[src/rtl/ls_issue_queue.sv]
// In-order load/store issue queue: buffers dispatched ops, wakes operands
// from the ROB writeback bus and issues the oldest entry once both are known.
package ls_pkg;
  typedef struct packed {
    logic        is_store;
    logic [2:0]  size;
    logic [4:0]  rd;
    logic [11:0] imm;
  } dec_inst_t;
endpackage

module ls_issue_queue
  import ls_pkg::*;
#(
  parameter int ROB_DEPTHLOG2 = 4,
  parameter int DEPTHLOG2     = 2
) (
  input  logic                     clock,
  input  logic                     reset_n,
  input  logic                     flush,
  input  logic                     in_valid,
  input  dec_inst_t                in_inst,
  input  logic [31:0]              in_A,
  input  logic [31:0]              in_B,
  input  logic                     in_A_rdy,
  input  logic                     in_B_rdy,
  input  logic [ROB_DEPTHLOG2-1:0] in_A_tag,
  input  logic [ROB_DEPTHLOG2-1:0] in_B_tag,
  input  logic [ROB_DEPTHLOG2-1:0] in_rob_slot,
  output logic                     in_ready,
  input  logic                     wb_valid,
  input  logic [ROB_DEPTHLOG2-1:0] wb_idx,
  input  logic [31:0]              wb_data,
  output dec_inst_t                inst,
  output logic                     inst_valid,
  output logic [31:0]              A,
  output logic [31:0]              B,
  output logic [ROB_DEPTHLOG2-1:0] rob_slot,
  input  logic                     ls_ready,
  output logic [DEPTHLOG2:0]       occupancy
);

  localparam int DEPTH = 1 << DEPTHLOG2;
  localparam logic [DEPTHLOG2:0] FULL = {1'b1, {DEPTHLOG2{1'b0}}};

  dec_inst_t                q_inst [DEPTH];
  logic [31:0]              q_a    [DEPTH];
  logic [31:0]              q_b    [DEPTH];
  logic [ROB_DEPTHLOG2-1:0] q_a_tag[DEPTH];
  logic [ROB_DEPTHLOG2-1:0] q_b_tag[DEPTH];
  logic [ROB_DEPTHLOG2-1:0] q_rob  [DEPTH];
  logic [DEPTH-1:0]         q_a_rdy;
  logic [DEPTH-1:0]         q_b_rdy;

  logic [DEPTHLOG2-1:0] head;
  logic [DEPTHLOG2-1:0] tail;
  logic [DEPTHLOG2:0]   count;
  logic [DEPTH-1:0]     live;
  logic                 push;
  logic                 pop;
  logic                 cap_a;
  logic                 cap_b;

  // An entry is live when its distance from head is below count.
  always_comb begin
    live = '0;
    for (int i = 0; i < DEPTH; i++) begin
      logic [DEPTHLOG2-1:0] off;
      off = DEPTHLOG2'(i) - head;
      live[i] = {1'b0, off} < count;
    end
  end

  assign in_ready   = count != FULL;
  assign push       = in_valid & in_ready & ~flush;
  assign inst_valid = (count != '0) & q_a_rdy[head] & q_b_rdy[head];
  assign pop        = inst_valid & ls_ready;
  assign cap_a      = ~in_A_rdy & wb_valid & (wb_idx == in_A_tag);
  assign cap_b      = ~in_B_rdy & wb_valid & (wb_idx == in_B_tag);

  assign inst      = q_inst[head];
  assign A         = q_a[head];
  assign B         = q_b[head];
  assign rob_slot  = q_rob[head];
  assign occupancy = count;

  always_ff @(posedge clock or negedge reset_n) begin
    if (!reset_n) begin
      head    <= '0;
      tail    <= '0;
      count   <= '0;
      q_a_rdy <= '0;
      q_b_rdy <= '0;
      for (int i = 0; i < DEPTH; i++) begin
        q_inst[i]  <= '0;
        q_a[i]     <= '0;
        q_b[i]     <= '0;
        q_a_tag[i] <= '0;
        q_b_tag[i] <= '0;
        q_rob[i]   <= '0;
      end
    end else if (flush) begin
      head  <= '0;
      tail  <= '0;
      count <= '0;
    end else begin
      for (int i = 0; i < DEPTH; i++) begin
        if (live[i] & wb_valid) begin
          if (!q_a_rdy[i] && q_a_tag[i] == wb_idx) begin
            q_a[i]     <= wb_data;
            q_a_rdy[i] <= 1'b1;
          end
          if (!q_b_rdy[i] && q_b_tag[i] == wb_idx) begin
            q_b[i]     <= wb_data;
            q_b_rdy[i] <= 1'b1;
          end
        end
      end
      // The tail slot is never live when a push is allowed.
      if (push) begin
        q_inst[tail]  <= in_inst;
        q_a[tail]     <= cap_a ? wb_data : in_A;
        q_b[tail]     <= cap_b ? wb_data : in_B;
        q_a_rdy[tail] <= in_A_rdy | cap_a;
        q_b_rdy[tail] <= in_B_rdy | cap_b;
        q_a_tag[tail] <= in_A_tag;
        q_b_tag[tail] <= in_B_tag;
        q_rob[tail]   <= in_rob_slot;
        tail          <= tail + DEPTHLOG2'(1);
      end
      if (pop) head <= head + DEPTHLOG2'(1);
      unique case ({push, pop})
        2'b10:   count <= count + 1'b1;
        2'b01:   count <= count - 1'b1;
        default: count <= count;
      endcase
    end
  end

endmodule

[config.mk]
export PLATFORM = sky130hd
export DESIGN_NAME = ls_issue_queue
export DESIGN_NICKNAME = d
export VERILOG_FILES = /design/src/rtl/ls_issue_queue.sv
export SDC_FILE = /design/constraint.sdc
export NUM_CORES = 1
export LEC_CHECK = 0
export ABC_AREA = 0
export BUFFER_PORTS_ARGS = -buffer_cell sky130_fd_sc_hd__buf_2
export CORE_ASPECT_RATIO = 1.4
export CORE_MARGIN = 2
export CORE_UTILIZATION = 35
export DETAILED_ROUTE_END_ITERATION = 16
export PLACE_DENSITY = 0.52
export SYNTH_ARGS = -nofsm -noshare
export SYNTH_HDL_FRONTEND = slang
export SYNTH_SLANG_ARGS = --single-unit
[constraint.sdc]
create_clock -name clock -period 3.3 [get_ports clock]
set_input_delay 0.495 -clock clock [delete_from_list [all_inputs] [get_ports clock]]
set_output_delay 0.495 -clock clock [all_outputs]
set_load 0.01 [all_outputs]
==> results.toml, run 1 <==
[global_routing]
grt_max_degree = 92
grt_pass1_wl_mm = 118
grt.total_usage_pct = 24.2
grt-ovfl-total = 0
antenna_found_initial = 17
grt_pass1_vias = 19100

[detailed_routing]
ant_nets = 0
num_vias = 18300
wl_mm = 79.3
drt_iter0_drc = 1376
drc = 0
via_per_inst = 5.85
wl_per_cell_um = 25.3
drtPass1Iterations = 5

[critical_path]
arrival_ns = 2.69
crit_path_end_kind = "output port"
critPathMaxFanout = 91
start_kind = "flop"
crit_type = "reg -> out"
crit_required_ns = 2.80

[sta]
setup-tns-final_ns = 0
maxSlewViolCount = 0
slew_headroom_pct = 28.9
setup_viol = 0
min_period_over_period_pct = 96.4
fin_skew_ns = 0.0288
rsz0062_at_grt = "false"
fmax_mhz = 314
worst_pin_slew_ns = 1.07
finalHoldViolCount = 0
period_needed_ns = 3.18

[yosys]
yosysUniqueCellTypes = 46
syn_inst = 2163
synth-seq-area-share_pct = 46.3
syn_area_um2 = 21800
syn_avg_cell_area_um2 = 10.1
synthFlopType = "dfrtp_1"
ys_seq_elements = 403
synth_edf_count = 0
synth_nets = 2313
yosys_warnings = 0
ys_async_sr_fraction_pct = 100

[clocking]
clock_sinks = 403
cts_tree = "done"
clock_tree.htree_level_count = 2
clockBufferDepth = 3
cts-root-buf = "clkbuf_16"
clk_pin_slew_ns = 0.06
ctsResizeCount = 0
clock_latency_ns = 0.60
cts_buffers = 46

[die]
dieWidth_um = 215
num_io_pins = 235
dieArea_um2 = 64300
fp-row-count = 108
start_util_pct = 35.3
dieHeight_um = 299
coreArea_um2 = 61800

[run]
cap_violations = 0

[pwr]
ir_worst_vdd_mv = 0.393
pwr_density_cell_nw_per_um2 = 754
p_leak_nw = 11.9

[placed_design]
place_congestion = 0.793
port-buffer-count = 234
hpwlAfterDp_mm = 47.1

[layout]
nNetsFinal = 2429
final_layout_size_suffix_gt1_share_pct = 23.7
post-route-util_pct = 41.2
fill_cells = 5960
area_growth_pct = 16.8

[hold_path]
min_path_type = "in -> reg"

[status]
outcome = "completed"
synth_stat cells (all sizes together), types with 4 or more instances:
cell	number	area share, %
or4	8	0.28
a21oi	73	1.7
mux2i	160	7.4
o221a	96	5.0
nand2	399	6.9
nor4	4	0.11
a221oi	96	3.9
dfrtp	403	46
o21ai	19	0.44
nor2	266	4.6
xor2	11	0.44
nor2b	5	0.14
ha	8	0.46
o32ai	64	2.6
or2	32	0.92
clkbuf	159	2.7
mux4	90	9.3
nand2b	8	0.23
inv	45	0.78
and3	4	0.11
xnor2	28	1.1
nand3	7	0.16
nor3	72	1.7
buf	66	1.4
a31oi	4	0.11
nand4	7	0.20
through the flow:
stage                     hold WS [ns]  std cells  total power [mW]  setup slack (ns)  area, um^2
after detailed placement         0.457       3055              14.1             0.589       23900
final                            0.145       3137              19.2             0.120       25400
after global placement           0.452       3055              13.8             0.549       23900
after floorplan                  0.199       2163              11.9             0.141       21800
after CTS                        0.105       3136              19.4            0.0573       25400
after global routing             0.130       3137              20.3            0.0127       25400
cells by family after synthesis:
group | Yosys count | share of synthesized area [%]
xor+xnor | 40 | 1.67
mux | 250 | 16.7
flops | 403 | 46.3
fa+ha+maj | 9 | 0.551
compound gates | 367 | 14.2
simple gates | 824 | 15.8
buf+inv | 270 | 4.88
registers in the layout, indices dropped and copies added, names as in the netlist, 3 cells and up:
register and cells:
occupancy 3, q_a 128, q_a_rdy 4, q_a_tag 16, q_b 128, q_b_rdy 4, q_b_tag 16, q_inst 84
q_rob 16
critical path, cell delays in order, from the launching register on:
cell and delay [ns]:
dfrtp_4 0.46, buf_12 0.66, mux4_2 0.69, buf_2 0.18
worst paths after layout:
kind                            slack (ns)    startpoint  cells after the start         end
worst max-delay path                  0.12       head[0]                      3       A[10]
worst min-delay path                  0.14   in_inst[11]                      3  q_inst[74]
worst max register to register        0.57  occupancy[0]                      5     q_b[74]
worst min register to register        0.47    q_inst[34]                      2  q_inst[34]
max in group asynchronous             2.01       reset_n                      3     q_b[53]
min in group asynchronous             0.44       reset_n                      2  q_inst[17]
layout make-up:
cell class                 instances  area (um^2)  share of cell area [%]
clock inverter                    13          169                   0.664
clock buffer                      67         1320                    5.19
multi-input combinational       1490        10800                    42.4
timing repair buffer             293         1860                    7.33
tap                              825         1030                    4.06
antenna                            1         2.50                 0.00983
sequential                       403        10100                    39.7
inverter                          45          169                   0.664
report_power, final:
group / internal (mW) / leakage [nW] / switching [mW] / total, mW
combinational: 2.94 / 6.31 / 2.77 / 5.71
clock: 3.01 / 0.729 / 2.17 / 5.18
sequential: 7.05 / 4.89 / 1.24 / 8.29
total: 13.0 / 11.9 / 6.18 / 19.2
what timing repair did:
item	4_1_cts	5_1_grt
hold buffers	1	0
setup buffers	0	0
endpoints found under the hold margin	48	0
setup endpoints to repair	0	0
per-layer routing:
layer	vias to the layer above	track usage, %	wire length (um)
met5	-	0	202
met4	32	10.4	3450
met3	234	5.36	5780
met2	785	42.1	39300
met1	9262	28.8	30500
li1	8026	-	-
cells in the final DEF, fill, tap and decap left out, drive strengths merged, types with 7 or more instances in the layout:
cell type	instances
nor2	266
nand2b	8
or4	8
nand3	7
clkbuf	67
clkinv	9
nor3	72
o32ai	64
xnor2	28
ha	8
nand4	7
inv	45
mux2i	160
a221oi	96
dfrtp	403
or2	32
buf	292
mux4	90
nand2	399
o21ai	19
o221a	96
xor2	11
a21oi	73
Power figures use the tool's default switching activity.
==> run 2, diff against run 1 <==
--- a/config.mk
+++ b/config.mk
@@ -7,11 +7,12 @@
 export LEC_CHECK = 0
 export ABC_AREA = 0
 export BUFFER_PORTS_ARGS = -buffer_cell sky130_fd_sc_hd__buf_2
+export CAP_MARGIN = 40
 export CORE_ASPECT_RATIO = 1.4
 export CORE_MARGIN = 2
 export CORE_UTILIZATION = 35
 export DETAILED_ROUTE_END_ITERATION = 16
-export PLACE_DENSITY = 0.52
+export PLACE_DENSITY = 0.5
 export SYNTH_ARGS = -nofsm -noshare
 export SYNTH_HDL_FRONTEND = slang
 export SYNTH_SLANG_ARGS = --single-unit
==> constraint.sdc (replaced) <==
create_clock -name clock -period 3.1 [get_ports clock]
set_input_delay 0.465 -clock clock [delete_from_list [all_inputs] [get_ports clock]]
set_output_delay 0.465 -clock clock [all_outputs]
set_load 0.01 [all_outputs]
==> run 2 against run 1 <==
Effect of this change: clock skew shrank 0.0072 ns; first-iteration DRC count shrank 4.4%; clock-buffer cell count is 1 higher; combinational power grew 6.1%; sequential share of layout area shrank 0.19 points; cell area increased by 0.49%; utilization up 0.20 points; worst setup slack better by 0.061 ns; via count is 0.73% lower; global-route usage about the same; clock power is 6.2% higher; highest routed layer unchanged.
==> results.toml, run 2 (synthesized netlist as in run 1, its figures left out) <==
[detailed_routing]
wl_per_cell_um = 24.9
wl_mm = 78.2
drc = 0
ant_nets = 0
drt_iter0_drc = 1316
via_per_inst = 5.79
num_vias = 18200
drtPass1Iterations = 5

[placed_design]
hpwlAfterDp_mm = 48.1
port-buffer-count = 234
pre_cts_slack_ns = 0.471
place_congestion = 0.797

[die]
start_util_pct = 35.3
coreArea_um2 = 61800
num_io_pins = 235
dieHeight_um = 299
dieArea_um2 = 64300
dieWidth_um = 215
fp-row-count = 108

[sta]
fmax_mhz = 343
maxSlewViolCount = 0
setup_slack_ns = 0.181
finalHoldViolCount = 0
period_needed_ns = 2.92
fin_skew_ns = 0.0217
min_period_over_period_pct = 94.2
setup-tns-final_ns = 0
setup_viol = 0
rsz0062_at_grt = "false"
slew_headroom_pct = 52.6
worst_pin_slew_ns = 0.712

[pwr]
switching_share_pct = 32.0
p_total_mw = 20.4
ir_worst_vdd_mv = 0.438
pwr-share-seq_pct = 43.2
clock_power_share_pct = 27.0
combinationalPowerShare_pct = 29.8
p_leak_nw = 12.0
p_sw_mw = 6.53
pwr_density_cell_nw_per_um2 = 797
intPower_mw = 13.8

[critical_path]
reg2regPathDepth = 5
critPathMaxFanout = 64
cp-endpoint = "A[30]"
crit_type = "reg -> out"
reg2reg_to = "q_b[74]"
crit_path_end_kind = "output port"
worstSetupStartpoint = "head[0]"
start_kind = "flop"
r2r_slack_ns = 0.47
r2r_start = "occupancy[0]"
crit_required_ns = 2.63
arrival_ns = 2.45

[global_routing]
antenna_found_initial = 5
grt_pass1_vias = 19200
grt_use_met2_pct = 41.7
grt.total_usage_pct = 24.2
grt_most_used_layer = "met2"
grt_max_degree = 78
grt-ovfl-total = 0
met1_usage_pct = 29.1
grt_pass1_wl_mm = 119
grt_use_met3_pct = 4.96

[clocking]
clock_latency_ns = 0.59
cts_tree = "done"
clock_sinks = 403
clk_pin_slew_ns = 0.06
clockBufferDepth = 3
cts-root-buf = "clkbuf_16"
cts_buffers = 45
clock_tree.htree_level_count = 2

[run]
cap_violations = 0

[layout]
nNetsFinal = 2436
seqCellArea_um2 = 10100
layout_commonest_cell = "dfrtp_1"
multi_input_area_um2 = 10800
antenna_cells = 0
fill_cells = 6085
final_layout_size_suffix_gt1_share_pct = 24.1
most-common-layout-cells = "dfrtp_1, nand2_1, nor2_1, buf_2, mux2i_1"
area_growth_pct = 17.4
largestRegisters = "q_a x128, q_b x128, q_inst x84"

[hold_path]
min_path_type = "in -> reg"
min_from = "in_inst[9]"

[status]
outcome = "completed"
==> run 2: timing repair <==
item	in CTS	in global routing
endpoints found under the hold margin	69	0
setup buffers	0	0
gates resized for setup	0	0
hold buffers	1	0
==> run 2: stage by stage <==
step	utilization, %	hold slack, ns	instances	instance area, um^2
after detailed placement	39.0	0.457	3063	24100
after floorplan	-	0.169	2163	21800
after global routing	41.4	0.110	3145	25600
final	41.4	0.121	3145	25600
after CTS	41.4	0.0794	3145	25600
after global placement	39.0	0.452	3063	24100
==> run 2: area by class of cell <==
cell class | instances | area share, %
Timing Repair Buffer | 301 | 7.77
Sequential cell | 403 | 39.5
Clock buffer | 68 | 5.33
Tap cell | 825 | 4.04
Multi-Input combinational cell | 1490 | 42.2
Inverter | 45 | 0.661
Clock inverter | 13 | 0.509
==> run 2: critical path: stages, from the launching register on <==
cell     delay, ns
dfrtp_4       0.48
buf_12        0.51
mux4_2        0.67
buf_2         0.17
==> run 2: per-layer routing <==
| layer | part of all wire, % | vias to the layer above | routed length, um |
|---|---|---|---|
| met5 | 0.059 | - | 46 |
| met4 | 4.3 | 8 | 3340 |
| met3 | 6.3 | 195 | 4950 |
| met2 | 49 | 646 | 38600 |
| met1 | 40 | 9309 | 31200 |
| li1 | - | 8047 | - |
==> run 2: how the worst min path moves through the flow <==
stage / depth (start not counted) / endpoint / slack [ns]
2_1_floorplan: 0 / head[0] / 0.17
3_3_place_gp: 2 / q_inst[25] / 0.45
3_5_place_dp: 2 / q_inst[21] / 0.46
4_1_cts: 3 / q_inst[72] / 0.08
5_1_grt: 3 / q_inst[33] / 0.11
6_report: 3 / q_inst[72] / 0.12
==> run 2: power groups by stage <==
stage | Combinational (mW) | Sequential (mW) | Clock [mW]
6_report | 6.06 | 8.81 | 5.50
5_1_grt | 6.68 | 9.05 | 5.84
4_1_cts | 6.14 | 8.79 | 5.65
3_5_place_dp | 6.12 | 8.87 | 0
3_3_place_gp | 5.97 | 8.76 | 0
2_1_floorplan | 4.27 | 8.41 | 0
